--- config.mk ---
export PLATFORM = sky130hd
export DESIGN_NAME = guess_link_ctrl
export DESIGN_NICKNAME = d
export VERILOG_FILES = /design/src/rtl/guess_link_ctrl.sv
export SDC_FILE = /design/constraint.sdc
export NUM_CORES = 1
export LEC_CHECK = 0
export CORE_MARGIN = 1
export CORE_UTILIZATION = 36
export DETAILED_ROUTE_END_ITERATION = 8
export PLACE_DENSITY = 0.64
export SLEW_MARGIN = 30
export SYNTH_ARGS = -nofsm -noshare
export SYNTH_HDL_FRONTEND = slang
export SYNTH_SLANG_ARGS = --single-unit
--- constraint.sdc ---
create_clock -name clk -period 4.5 [get_ports clk]
set_clock_uncertainty 0.15 [all_clocks]
set_input_delay 0.9 -clock clk [delete_from_list [all_inputs] [get_ports clk]]
set_output_delay 0.9 -clock clk [all_outputs]
set_load 0.1 [all_outputs]
--- src/rtl/guess_link_ctrl.sv ---
// Two-board "guess who" controller: maps right-clicks on the portrait grid to a person ID,
// filters the Pmod link from the peer board, and resolves or mirrors the win/lose verdict.
module guess_link_ctrl #(
   parameter int         ID_W        = 4,
   parameter int         ROWS        = 3,
   parameter int         COLS        = 3,
   parameter int         X0          = 0,
   parameter int         Y0          = 0,
   parameter int         CELL_W      = 100,
   parameter int         CELL_H      = 100,
   parameter int         PITCH_X     = 200,
   parameter int         PITCH_Y     = 200,
   parameter logic [5:0] GUESS_ST    = 6'd2,
   parameter logic [5:0] REVEAL_ST   = 6'd4,
   parameter int         SYNC_STAGES = 2,
   parameter int         STABLE_CYC  = 4
) (
   input  logic              clk,
   input  logic              rst,
   input  logic              rst_sys,
   input  logic [5:0]        state_bin,
   input  logic [ID_W-1:0]   your_person,
   input  logic [11:0]       xpos,
   input  logic [11:0]       ypos,
   input  logic              mouse_right,
   input  logic [ID_W+3:0]   link_in,
   output logic [ID_W+3:0]   link_out,
   output logic [ID_W-1:0]   selected,
   output logic [1:0]        result,
   output logic              reset_req,
   output logic              link_ok
);

   localparam int LW    = ID_W + 4;
   localparam int PN    = ID_W + 3;
   localparam int RQ    = ID_W + 2;
   localparam int CNT_W = $clog2(STABLE_CYC + 1);
   localparam logic [CNT_W-1:0] CNT_MAX = CNT_W'(STABLE_CYC);
   localparam logic [LW-1:0] ABSENT_WORD = {1'b1, {(LW-1){1'b0}}};

   generate
      if (ROWS * COLS > (2 ** ID_W) - 1) begin : g_bad_id_w
         $error("guess_link_ctrl: ROWS*COLS does not fit in ID_W");
      end
      if (SYNC_STAGES < 2) begin : g_bad_sync
         $error("guess_link_ctrl: SYNC_STAGES must be at least 2");
      end
      if (STABLE_CYC < 1) begin : g_bad_stable
         $error("guess_link_ctrl: STABLE_CYC must be at least 1");
      end
   endgenerate

   typedef enum logic [1:0] {IDLE, ARMED, COMPARE, DONE} state_t;

   state_t            state_q;
   logic [LW-1:0]     sync_q [SYNC_STAGES];
   logic [LW-1:0]     synced;
   logic [LW-1:0]     cand_q;
   logic [CNT_W-1:0]  cnt_q;
   logic              accept;
   logic [LW-1:0]     accept_word;
   logic [ID_W+1:0]   peer_q;
   logic [ID_W-1:0]   peer_id;
   logic [1:0]        peer_res;
   logic              mirror_valid;
   logic [1:0]        mirror_res;
   logic              mouse_prev;
   logic              hit;
   logic [ID_W-1:0]   hit_id;
   logic [12:0]       x_lo, x_hi, y_lo, y_hi;
   logic              in_y;
   logic              click_go;

   // Idle sync/filter state looks like an absent peer so link_ok only rises on a real word.
   always_ff @(posedge clk or posedge rst) begin
      if (rst) begin
         for (int i = 0; i < SYNC_STAGES; i++) sync_q[i] <= ABSENT_WORD;
      end else begin
         sync_q[0] <= link_in;
         for (int i = 1; i < SYNC_STAGES; i++) sync_q[i] <= sync_q[i-1];
      end
   end

   assign synced = sync_q[SYNC_STAGES-1];

   always_comb begin
      accept      = 1'b0;
      accept_word = cand_q;
      if (synced != cand_q) begin
         accept      = (STABLE_CYC == 1);
         accept_word = synced;
      end else begin
         accept      = (cnt_q >= CNT_MAX - 1'b1);
      end
   end

   always_ff @(posedge clk or posedge rst) begin
      if (rst) begin
         cand_q    <= ABSENT_WORD;
         cnt_q     <= CNT_MAX;
         peer_q    <= '0;
         link_ok   <= 1'b0;
         reset_req <= 1'b0;
      end else begin
         if (synced != cand_q) begin
            cand_q <= synced;
            cnt_q  <= CNT_W'(1);
         end else if (cnt_q != CNT_MAX) begin
            cnt_q  <= cnt_q + 1'b1;
         end
         if (accept) begin
            peer_q    <= accept_word[ID_W+1:0];
            link_ok   <= ~accept_word[PN];
            reset_req <= ~accept_word[PN] & accept_word[RQ];
         end
      end
   end

   assign peer_id  = peer_q[ID_W-1:0];
   assign peer_res = peer_q[ID_W+1:ID_W];

   always_comb begin
      mirror_valid = 1'b0;
      mirror_res   = 2'b00;
      if (peer_res == 2'b10) begin
         mirror_valid = 1'b1;
         mirror_res   = 2'b01;
      end else if (peer_res == 2'b01) begin
         mirror_valid = 1'b1;
         mirror_res   = 2'b10;
      end
   end

   // Scan rows then columns so the first hit found is the lowest (r,c) on overlapping cells.
   always_comb begin
      hit    = 1'b0;
      hit_id = '0;
      x_lo   = '0;
      x_hi   = '0;
      y_lo   = '0;
      y_hi   = '0;
      in_y   = 1'b0;
      for (int r = 0; r < ROWS; r++) begin
         y_lo = 13'(Y0 + r * PITCH_Y);
         y_hi = y_lo + 13'(CELL_H);
         in_y = ({1'b0, ypos} >= y_lo) && ({1'b0, ypos} <= y_hi);
         for (int c = 0; c < COLS; c++) begin
            x_lo = 13'(X0 + c * PITCH_X);
            x_hi = x_lo + 13'(CELL_W);
            if (!hit && in_y && ({1'b0, xpos} >= x_lo) && ({1'b0, xpos} <= x_hi)) begin
               hit    = 1'b1;
               hit_id = ID_W'(r * COLS + c + 1);
            end
         end
      end
   end

   always_ff @(posedge clk or posedge rst) begin
      if (rst) mouse_prev <= 1'b0;
      else     mouse_prev <= mouse_right;
   end

   assign click_go = mouse_right && !mouse_prev && (state_bin == GUESS_ST) && hit;

   // A peer reset request overrides everything; a local compare outranks a peer mirror.
   always_ff @(posedge clk or posedge rst) begin
      if (rst) begin
         state_q  <= IDLE;
         selected <= '0;
         result   <= 2'b00;
      end else if (reset_req) begin
         state_q  <= IDLE;
         selected <= '0;
         result   <= 2'b00;
      end else begin
         if (click_go) selected <= hit_id;
         case (state_q)
            IDLE: begin
               if (link_ok && mirror_valid) begin
                  result  <= mirror_res;
                  state_q <= DONE;
               end else if (selected != '0) begin
                  state_q <= ARMED;
               end
            end
            ARMED: begin
               if (link_ok) begin
                  if (state_bin == REVEAL_ST) begin
                     state_q <= COMPARE;
                  end else if (mirror_valid) begin
                     result  <= mirror_res;
                     state_q <= DONE;
                  end
               end
            end
            COMPARE: begin
               if (link_ok) begin
                  result  <= (peer_id == selected) ? 2'b10 : 2'b01;
                  state_q <= DONE;
               end
            end
            DONE: begin
               state_q <= DONE;
            end
            default: state_q <= IDLE;
         endcase
      end
   end

   assign link_out = {1'b0, rst_sys, result, your_person};

endmodule
### Word level (Yosys, flattened, before mapping)

Index checks and enable logic that the tools add are counted.

* word-level logic and storage cells: 131
* output and inout bits: 16
* flip-flop bits (word level): 44

* mux-type cells: 44
* magnitude comparators: 11
* eq/ne operators: 17
* reduce and logical (&&, ||, !) cells: 45
* bitwise logic cells: 2
* add/subtract/negate cells: 1

Operators with widths (count)
* 12-bit by 9-bit less-or-equal comparator with 1-bit output (second input constant): 4
* 4-bit two-way mux: 10
* 2-bit two-way mux: 16
* 1-bit logical AND: 29
* 12-bit by 8-bit greater-or-equal comparator with 1-bit output (second input constant): 2
* 12-bit by 9-bit greater-or-equal comparator with 1-bit output (second input constant): 2
* 12-bit by 7-bit less-or-equal comparator with 1-bit output (second input constant): 2
* 3-bit != test (second input constant): 6
* 1-bit two-way mux: 13
* 1-bit logical NOT: 9
* 8-bit two-way mux: 1
* 4-bit != test (second input constant): 2
* 8-bit != test: 1
* 2-bit case mux with 4 select lines: 1
* 4-bit nonzero test: 2
* 2-bit equality test (second input constant): 3
* 6-bit by 2-bit equality test with 1-bit output (second input constant): 1
* 6-bit by 3-bit equality test with 1-bit output (second input constant): 1
* 3-bit two-way mux: 2
* 2-bit case mux with 3 select lines: 1
* 6-bit AND reduction: 1
* 2-bit by 1-bit equality test with 1-bit output (second input constant): 2
* 4-bit equality test: 1
* 4-bit AND reduction: 1
* 6 further kinds: 7

### Longest topological paths before layout

Gate-level depths: netlist of run 1.

* word-level depth: 44
* gate-level depth with buffers: 8

### Least setup slack after synthesis of run 1

OpenSTA, ideal clock, no wires.

* path type: input port to flip-flop
* start point: input port xpos[9]
* end point: register selected[0]
* arrival: 2.243 ns
* library setup time: 0.127 ns
* setup slack: 1.979 ns
* stages: 6
* cells stage by stage: or3_4 or3_1 o32ai_1 o221ai_2 a221oi_1 nor3_2

* word-level cells in the longest chain between the ends: 43
* elaborated cells on any way between the ends: 58
* classes of those cells: order compare (5); mux (20); reduce/logical (33)

Ends and longest elaborated chain
* start: declaration: RTL line 23 `input logic [11:0] xpos,`
* 12-bit by 7-bit less-or-equal comparator with 1-bit output: RTL line 150 `if (!hit && in_y && ({1'b0, xpos} >= x_lo) && ({1'b0, xpos} <= x_hi)) begin`
* 1-bit logical AND: RTL line 150
* 1-bit two-way mux: RTL line 150
* 1-bit logical NOT: RTL line 150
* 1-bit logical AND (3 in a row): RTL line 150
* 1-bit two-way mux: RTL line 150
* 1-bit logical NOT: RTL line 150
* 1-bit logical AND (3 in a row): RTL line 150
* [19 not listed]
* 1-bit logical NOT: RTL line 150
* 1-bit logical AND (3 in a row): RTL line 150
* 1-bit two-way mux: RTL line 150
* 1-bit logical NOT: RTL line 150
* 1-bit logical AND (3 in a row): RTL line 150
* 4-bit two-way mux / 1-bit two-way mux (equally long branches): RTL line 150
* 4-bit two-way mux / 1-bit logical AND (equally long branches): RTL line 176, 163
* 4-bit two-way mux / 2-bit nonzero test (equally long branches)
* end signal: assignment: RTL line 176 `if (click_go) selected <= hit_id;`
* end: declaration: RTL line 28 `output logic [ID_W-1:0] selected,`

Parallel ways exist; a longest one is shown, timed or not. The select of a mux whose other input is x is not followed.
A chain may end at the register's enable or synchronous reset.

### Worst setup path in the final report of run 1

* start point: register reset_req
* end point: output port reset_req

RTL lines
* start: declaration: RTL line 30 `output logic reset_req,`
* start signal: assignment: RTL line 114 `reset_req <= ~accept_word[PN] & accept_word[RQ];`

No word-level cell between the ends.

==> results of run 1 <==
[per-layer routing]
layer  wire, um  part of all wire, %  up-vias  track usage (%)
met3        160                  4.2        0             3.18
met5          0                    0        -                0
met2       1760                   46       38             20.9
li1           -                    -      791                -
met1       1920                   50      747             18.1
met4          0                    0        0             3.75
[final cells by class]
class,instances,area (um2)
Inverter,12,45.0
Clock buffer,6,82.6
Fill cell,574,3090
Multi-Input combinational cell,129,953
Timing Repair Buffer,51,508
Tap cell,75,93.8
Clock inverter,2,38.8
Sequential cell,44,1110
[cells in the final DEF, fill, tap and decap left out, types with 3 or more instances in the layout]
cell type / synthesis / layout
xor2_1: 11 / 11
inv_1: 12 / 12
o21ai_0: 7 / 7
dfstp_2: 4 / 4
clkdlybuf4s50_1: 0 / 50
clkbuf_8: 0 / 6
ha_1: 9 / 9
nand3_1: 3 / 3
mux2_2: 4 / 4
a21oi_1: 6 / 6
nor3_1: 7 / 7
nor2b_1: 3 / 3
nor4_1: 4 / 4
nand2b_1: 4 / 4
o21a_1: 3 / 3
nand2_1: 11 / 11
nor2_1: 10 / 10
dfrtp_1: 40 / 40
[Yosys cell counts (6+ instances only)]
| master | instances | share of area (%) |
|---|---|---|
| dfrtp_1 | 40 | 45 |
| inv_1 | 12 | 2.0 |
| nand2_1 | 11 | 1.9 |
| xor2_1 | 11 | 4.4 |
| nor2_1 | 10 | 1.7 |
| ha_1 | 9 | 5.1 |
| buf_4 | 8 | 2.7 |
| clkbuf_1 | 8 | 1.4 |
| nor3_1 | 7 | 1.6 |
| o21ai_0 | 7 | 1.6 |
| a21oi_1 | 6 | 1.4 |
[per-stage QoR]
stage / hold slack, ns / instance area (um2)
2_1_floorplan: 0.181 / 2210
6_report: 0.202 / 2830
5_1_grt: 0.213 / 2830
3_5_place_dp: 0.185 / 2710
4_1_cts: 0.204 / 2830
3_3_place_gp: 0.182 / 2710
[worst max-delay path by stage]
stage	depth (start not counted)	to	startpoint
2_1_floorplan	6	selected[0]	xpos[9]
3_3_place_gp	7	selected[0]	xpos[9]
3_5_place_dp	7	selected[0]	xpos[9]
4_1_cts	1	reset_req	reset_req
5_1_grt	1	reset_req	reset_req
6_report	1	reset_req	reset_req
[cell families after synthesis]
logic type | share of synthesized area [%]
DFF | 50.1
xor gates and xnor gates | 5.15
other | 0.170
muxes | 2.94
adders and majority gates | 5.10
AOI/OAI and AO/OA | 13.8
and+or+nand+nor | 16.0
buffers and inverters | 6.79
[state kept, by name, indices dropped and copies added (netlist names)]
signal / count
synced: 8
selected: 4
state_q: 2
reset_req: 1
cnt_q: 3
sync_q: 8
link_ok: 1
cand_q: 8
mouse_prev: 1
peer_q: 6
result: 2
[power groups by stage]
stage / clock, uW / sequential [uW] / combinational (uW)
global placement: 0 / 435 / 210
floorplan: 0 / 476 / 128
global route: 338 / 431 / 227
detailed placement: 0 / 436 / 212
CTS: 319 / 429 / 212
finish: 308 / 428 / 211
==> out/metrics.csv, run 1 <==
metric;value;unit
Post-Syn Area;0.00221;mm2
total chip power;947;uW
Fin Setup TNS;0;ns
first-pass GRT wire length;6640;um
Routed Antenna Nets;0;
detailed placer's ending HPWL;2870;um
DRC viols;0;
Peak VDD IR;0.293;mV
max_cap viols;0;
Std-Cell Rows;28;
clock sink count;44;
post-synthesis register bit count;44;
Final GP Congestion;0.791;
clock buffer count from CTS;5;
Post-Place Cells;311;
syn_nets;258;
pre-CTS setup slack;1.43;ns
initial core utilization;37.3;%
Die Y;80.3;um
required time of the critical path;3.45;ns
slowest cell on the critical path;clkdlybuf4s50_1;
Worst EP arrival;2.05;ns
Top Family by Delay on Critical Path;buffers and inverters;
WL per Instance;12.0;um
Critical Path End Type;primary output;
vias in the first global route;1479;
Sw Share;29.2;%
Max Buffers Root-to-Sink;2;
Core ar.;0.00592;mm2
die area;0.00646;mm2
sequential area share after synthesis;50.1;%
largest net degree at the start of global routing;45;
drt via density;4.94;
Ys Warns;0;
CP Max Fanout;10;
part of the power in registers;45.2;%
worst skew pair latency;0.28;ns
FF-to-FF setup slack;2.03;ns
Primary FF master, synth;dfrtp_1;
post-layout util;47.8;%
I/O Buffers;50;
Critical Path Max Stage Delay;1.20;ns
post-synthesis async set-or-reset flop share;100;%
Initial DRC Count;52;
Syn Inst Count;203;
critical path class;reg2out;
slew margin rel.;35.7;%
worst r2r dst;peer_q[2];
PnR worst setup slack;1.40;ns
Post-CTS Setup Bufs;0;
hold path endpoint;synced[4];
via count of the routed design;1576;
fin nets;298;
initial antenna violation count;0;
endpoints failing setup;0;
Logic pwr share;22.3;%
Clock Pin Slew Worst Setup and Hold Paths;0.08;ns
status;completed;
drt first pass iters;4;
cts repair resizes;0;
Post-synth EDFFs;0;
# hold bufs at CTS;0;
pwr dens;335;mW/mm2
reg2reg start;cand_q[7];
Pint;670;uW
Net Switching;276;uW
Hold Startpoint;sync_q[12];
final period utilization;68.9;%
Final Hold Viols;0;
CP bufs+invs;1;
Yosys cell types;58;
H-tree depth;2;
critical path, cell by cell;clkdlybuf4s50_1;
Peak Freq;0.322;GHz
unrepaired setup endpoints after global routing;no;
Slew Limit Fails;0;
ant diodes;0;
clock network fraction of total power;32.5;%
Leak;0.00118;uW
I/O Pins;62;
grt ovf;0;
Cells on Worst Hold Path;0;
share of cells above drive strength 1;11.9;%
Tmin final;3.10;ns
Startpoint Class;flop;
Die X;80.3;um
Finished Layout Cells;319;
CTS Root Cell;clkbuf_8;
WL final;3830;um
hold crit path type;reg2reg;
Area Growth Syn to Fin;28.0;%
Total GRT Usage;13.3;%
CTS tree;yes;
Register-to-Register Path Depth;5;
Slew @ Worst Pin;0.961;ns
Mean Syn Cell Area;10.9;um2
Note: power is estimated with default switching activity, not from simulation.
==> run 2, diff against run 1 <==
Clock period 4.5 ns to 3.2 ns, I/O delays scaled along.
==> out/metrics.csv, run 2 (synthesized netlist as in run 1, its figures left out) <==
metric;value;unit;change
endpoints failing setup;0;;unchanged
Fin Setup TNS;0;ns;unchanged
DRC viols;0;;unchanged
detailed placer's ending HPWL;2980;um;was 2870 um
drt via density;5.00;;was 4.94
Clock Pin Slew Worst Setup and Hold Paths;0.08;ns;about the same
initial core utilization;37.3;%;unchanged
post-route cell area;0.00279;mm2;was 0.00283 mm2
Slew @ Worst Pin;0.527;ns;was 0.961 ns
CP Max Fanout;5;;was 10
Post-CTS Setup Bufs;0;;unchanged
ant diodes;0;;unchanged
CTS tree;yes;;unchanged
Die X;80.3;um;unchanged
grt ovf;0;;unchanged
largest net degree at the start of global routing;45;;unchanged
Startpoint Class;input port;;was flop
total chip power;1250;uW;was 947 uW
final period utilization;79.7;%;
Area Growth Syn to Fin;26.1;%;was 28.0%
required time of the critical path;3.22;ns;was 3.45 ns
Initial DRC Count;30;;was 52
via count of the routed design;1600;;was 1,576
worst skew pair latency;0.29;ns;was 0.28 ns
I/O Buffers;50;;unchanged
unrepaired setup endpoints after global routing;no;;unchanged
initial antenna violation count;0;;unchanged
Tmin final;2.55;ns;
clock buffer count from CTS;5;;unchanged
most frequent cells in the layout;dfrtp_1, clkdlybuf4s50_1, inv_1, buf_4;;was clkdlybuf4s50_1, dfrtp_1, inv_1
vias in the first global route;1499;;was 1,479
Core ar.;0.00592;mm2;unchanged
first-pass GRT wire length;6570;um;was 6640 um
max_cap viols;0;;unchanged
FF-to-FF setup slack;1.04;ns;was 2.03 ns
Final Hold Viols;0;;unchanged
cts repair resizes;0;;unchanged
# hold bufs at CTS;0;;unchanged
Std-Cell Rows;28;;unchanged
drt first pass iters;4;;unchanged
share of cells above drive strength 1;16.3;%;was 11.9%
Critical Path End Type;flop;;was primary output
Finished Layout Cells;320;;was 319
Peak VDD IR;0.468;mV;was 0.293 mV
Worst EP arrival;2.57;ns;was 2.05 ns
Peak Freq;0.392;GHz;
CTS Root Cell;clkbuf_8;;unchanged
WL final;3850;um;was 3830 um
pwr dens;449;mW/mm2;was 335 mW/mm2
Post-Place Cells;312;;was 311
Fin Hold WS;0.201;ns;was 0.202 ns
status;completed;;unchanged
Max Buffers Root-to-Sink;2;;unchanged
fin nets;299;;was 298
Leak;0.00119;uW;was 0.00118 uW
slew margin rel.;64.9;%;was 35.7%
hold crit path type;reg2reg;;unchanged
I/O Pins;62;;unchanged
H-tree depth;2;;unchanged
Total GRT Usage;13.2;%;was 13.3%
critical path class;in2reg;;was reg2out
DP Area;0.00269;mm2;was 0.00271 mm2
Routed Antenna Nets;0;;unchanged
clock sink count;44;;unchanged
WL per Instance;12.0;um;about the same
Die Y;80.3;um;unchanged
Final GP Congestion;0.828;;was 0.791
die area;0.00646;mm2;unchanged
Slew Limit Fails;0;;unchanged
==> run 2: cell types whose count changed in the layout (fill, tap and decap cells not counted) <==
cell / change
buf_4: +11
bufinv_16: -1
clkdlybuf4s50_1: -10
clkinv_4: -1
clkinvlp_4: +2
==> run 2: routing by layer <==
layer  wire (um)  global-route usage (%)  up-vias
met2        1750                    21.7       39
met4          69                    5.54        0
met3         191                    2.84        6
met5           0                       0        -
li1            -                       -      793
met1        1840                    16.6      762
==> run 2: final timing paths <==
| check | from | to | depth (start not counted) |
|---|---|---|---|
| max | xpos[9] | selected[0] | 7 |
| min | sync_q[14] | synced[6] | 0 |
| max reg2reg | cand_q[7] | peer_q[0] | 6 |
| min reg2reg | sync_q[14] | synced[6] | 0 |
| max in group asynchronous | rst | cand_q[7] | 3 |
| min in group asynchronous | rst | sync_q[12] | 3 |
==> run 2: power by group <==
part / leakage (uW) / switching [uW] / internal (uW)
clock: 0.0000434 / 183 / 174
sequential: 0.000534 / 18.2 / 584
combinational: 0.000614 / 194 / 97.5
==> run 2: critical path, cell delays in order <==
cell             delay (ns)
clkdlybuf4s50_1        0.42
or3_4                  0.40
or3_1                  0.34
o32ai_1                0.21
o221ai_2               0.20
a221oi_1               0.31
nor3_2                 0.06
==> run 2: through the flow <==
step	setup slack [ns]	utilization, %
after CTS	0.670	47.1
after global placement	0.421	45.4
after global routing	0.530	47.1
final	0.651	47.1
after floorplan	0.939	-
after detailed placement	0.354	45.4
==> run 2: area by class of cell <==
type	instances	area, um2
tap	75	93.8
inverter	12	45.0
fill	541	3130
multi-input combinational	129	953
sequential	44	1110
clock inverter	2	15.0
clock buffer	6	82.6
timing repair buffer	52	490
==> run 3, diff against run 2 <==
Settings changed: PLACE_DENSITY 0.64 to 0.66.
Clock period 3.2 ns to 2.2 ns, I/O delays scaled along.
==> out/metrics.csv, run 3 (synthesized netlist as in run 1, its figures left out) <==
metric;value;unit;change
Detail Route met3 WL;177;um;was 191 um
Slew Limit Fails;0;;unchanged
critical path class;in2reg;;unchanged
final period utilization;97.0;%;
largest net degree at the start of global routing;45;;unchanged
first-pass GRT wire length;7600;um;was 6570 um
Final GP Congestion;0.839;;was 0.828
H-tree depth;2;;unchanged
drt via density;4.94;;was 5.00
Critical Path Max Stage Delay;0.39;ns;was 0.42 ns
Area Growth Syn to Fin;39.5;%;was 26.1%
Leak;0.00136;uW;was 0.00119 uW
CP bufs+invs;1;;unchanged
unrepaired setup endpoints after global routing;no;;unchanged
vias in the first global route;1661;;was 1,499
Critical Path End Type;flop;;unchanged
post-layout util;52.0;%;was 47.1%
# hold bufs at CTS;0;;unchanged
Hold Startpoint;sync_q[12];;was sync_q[14]
Core ar.;0.00592;mm2;unchanged
Fin Hold WS;0.202;ns;was 0.201 ns
Sw Share;31.8;%;was 31.6%
WL per Instance;12.9;um;was 12.0 um
Post-Place Cells;328;;was 312
top sig layer;met4;;unchanged
clock network fraction of total power;26.1;%;was 28.6%
clock buffer count from CTS;5;;unchanged
required time of the critical path;2.25;ns;was 3.22 ns
CTS tree;yes;;unchanged
endpoints failing setup;0;;unchanged
share of cells above drive strength 1;26.4;%;was 16.3%
routed wl met2;2100;um;was 1750 um
die area;0.00646;mm2;unchanged
slowest cell on the critical path;or3_4;;was clkdlybuf4s50_1
detailed placer's ending HPWL;3290;um;was 2980 um
grt ovf;0;;unchanged
max_cap viols;0;;unchanged
worst skew pair latency;0.28;ns;was 0.29 ns
Net Switching;579;uW;was 395 uW
I/O Pins;62;;unchanged
via count of the routed design;1680;;was 1,600
initial core utilization;37.3;%;unchanged
Peak VDD IR;0.495;mV;was 0.468 mV
fin nets;319;;was 299
Total GRT Usage;15.3;%;was 13.2%
Routed Antenna Nets;0;;unchanged
Startpoint Class;input port;;unchanged
Max Buffers Root-to-Sink;2;;unchanged
Worst path most repeated cell;or3_4;;
ant diodes;0;;unchanged
reg2reg start;cand_q[7];;unchanged
pwr dens;590;mW/mm2;was 449 mW/mm2
Clock Pin Slew Worst Setup and Hold Paths;0.08;ns;about the same
Finished Layout Cells;340;;was 320
I/O Buffers;50;;unchanged
Die Y;80.3;um;unchanged
Pint;1240;uW;was 856 uW
hold crit path type;reg2reg;;unchanged
CTS Root Cell;clkbuf_8;;unchanged
Std-Cell Rows;28;;unchanged
part of the power in registers;48.2;%;was 48.1%
initial antenna violation count;0;;unchanged
commonest non-fill, non-tap cell in the layout;dfrtp_1;;
Initial DRC Count;82;;was 30
Final Hold Viols;0;;unchanged
clock sink count;44;;unchanged
WL final;4390;um;was 3850 um
metal1 wirelength;2060;um;was 1840 um
CP Max Fanout;3;;was 5
Logic pwr share;25.7;%;was 23.3%
Tmin final;2.13;ns;
crit path from;xpos[11];;was xpos[9]
Die X;80.3;um;unchanged
drt first pass iters;4;;unchanged
most frequent cells in the layout;dfrtp_1, clkdlybuf4s50_1, buf_4;;was dfrtp_1, clkdlybuf4s50_1, inv_1, buf_4
critical path, cell by cell;dlygate4sd2_1 -> or3_4 -> or3_4 -> or2_4 -> nor3_4 -> o21ai_1 -> a21oi_1;;was clkdlybuf4s50_1 -> or3_4 -> or3_1 -> o32ai_1 -> o221ai_2 -> a221oi_1 -> nor3_2
Worst EP arrival;2.19;ns;was 2.57 ns
Peak Freq;0.469;GHz;
status;completed;;unchanged
DRC viols;0;;unchanged
Top Family by Delay on Critical Path;simple AND/OR/NAND/NOR gates;;unchanged
[run 3: cell types whose count changed in the layout (fill, tap and decap cells not counted), moves of 2 or more]
cell	before	now
buf_4	12	28
clkdlybuf4s50_1	40	34
buf_12	0	4
dlygate4sd2_1	0	3
dlymetal6s2s_1	0	3
o21ai_0	7	4
o21ai_1	1	4
a21oi_1	6	4
a21oi_2	0	2
or3_4	1	3
[run 3: cell type report]
type,count,area [um2]
fillers,529,2840
flip-flops and latches,44,1110
multi-input cells,129,1060
repair buffers,72,694
well taps,75,93.8
clock buffers,6,72.6
inverters,12,45.0
clock inverters,2,12.5
[run 3: per-stage QoR]
stage / area (um2) / worst slack, ns / setup TNS (ns) / power (uW)
after floorplan: 2210 / 0.139 / 0 / 1240
after global placement: 2860 / -0.357 / -2.33 / 1330
after detailed placement: 2860 / -0.418 / -2.67 / 1340
after CTS: 3010 / 0.00363 / 0 / 1830
after global routing: 3080 / 0.00242 / 0 / 1920
final: 3080 / 0.0664 / 0 / 1820
[run 3: metal layers]
metal,global-route usage [%],vias up
met5,0,-
met4,5.18,0
met3,3.18,6
met2,24.2,40
met1,20.6,804
li1,-,830
[run 3: path summary, 6_finish.rpt]
| path | depth (start not counted) | to | slack, ns |
|---|---|---|---|
| worst max-delay path | 7 | selected[2] | 0.07 |
| worst min-delay path | 0 | synced[4] | 0.20 |
| worst max register to register | 7 | peer_q[2] | 0.21 |
| worst min register to register | 0 | synced[4] | 0.20 |
| max in group asynchronous | 3 | cnt_q[2] | 1.27 |
| min in group asynchronous | 3 | cand_q[1] | 0.36 |
[run 3: power by group through the flow]
stage	sequential [uW]	combinational, uW	clock (uW)
global placement	891	442	0
global route	883	499	535
detailed placement	894	446	0
CTS	878	459	495
finish	877	468	475
floorplan	974	262	0
[run 3: what timing repair did]
| action | in CTS | in global routing |
|---|---|---|
| buffers inserted | 3 | 1 |
| gates cloned | 0 | 0 |
| resized for setup | 10 | 16 |
| endpoints found under the setup margin | 5 | 8 |
| hold endpoints to repair | 0 | 0 |
| pin swaps | 8 | 10 |
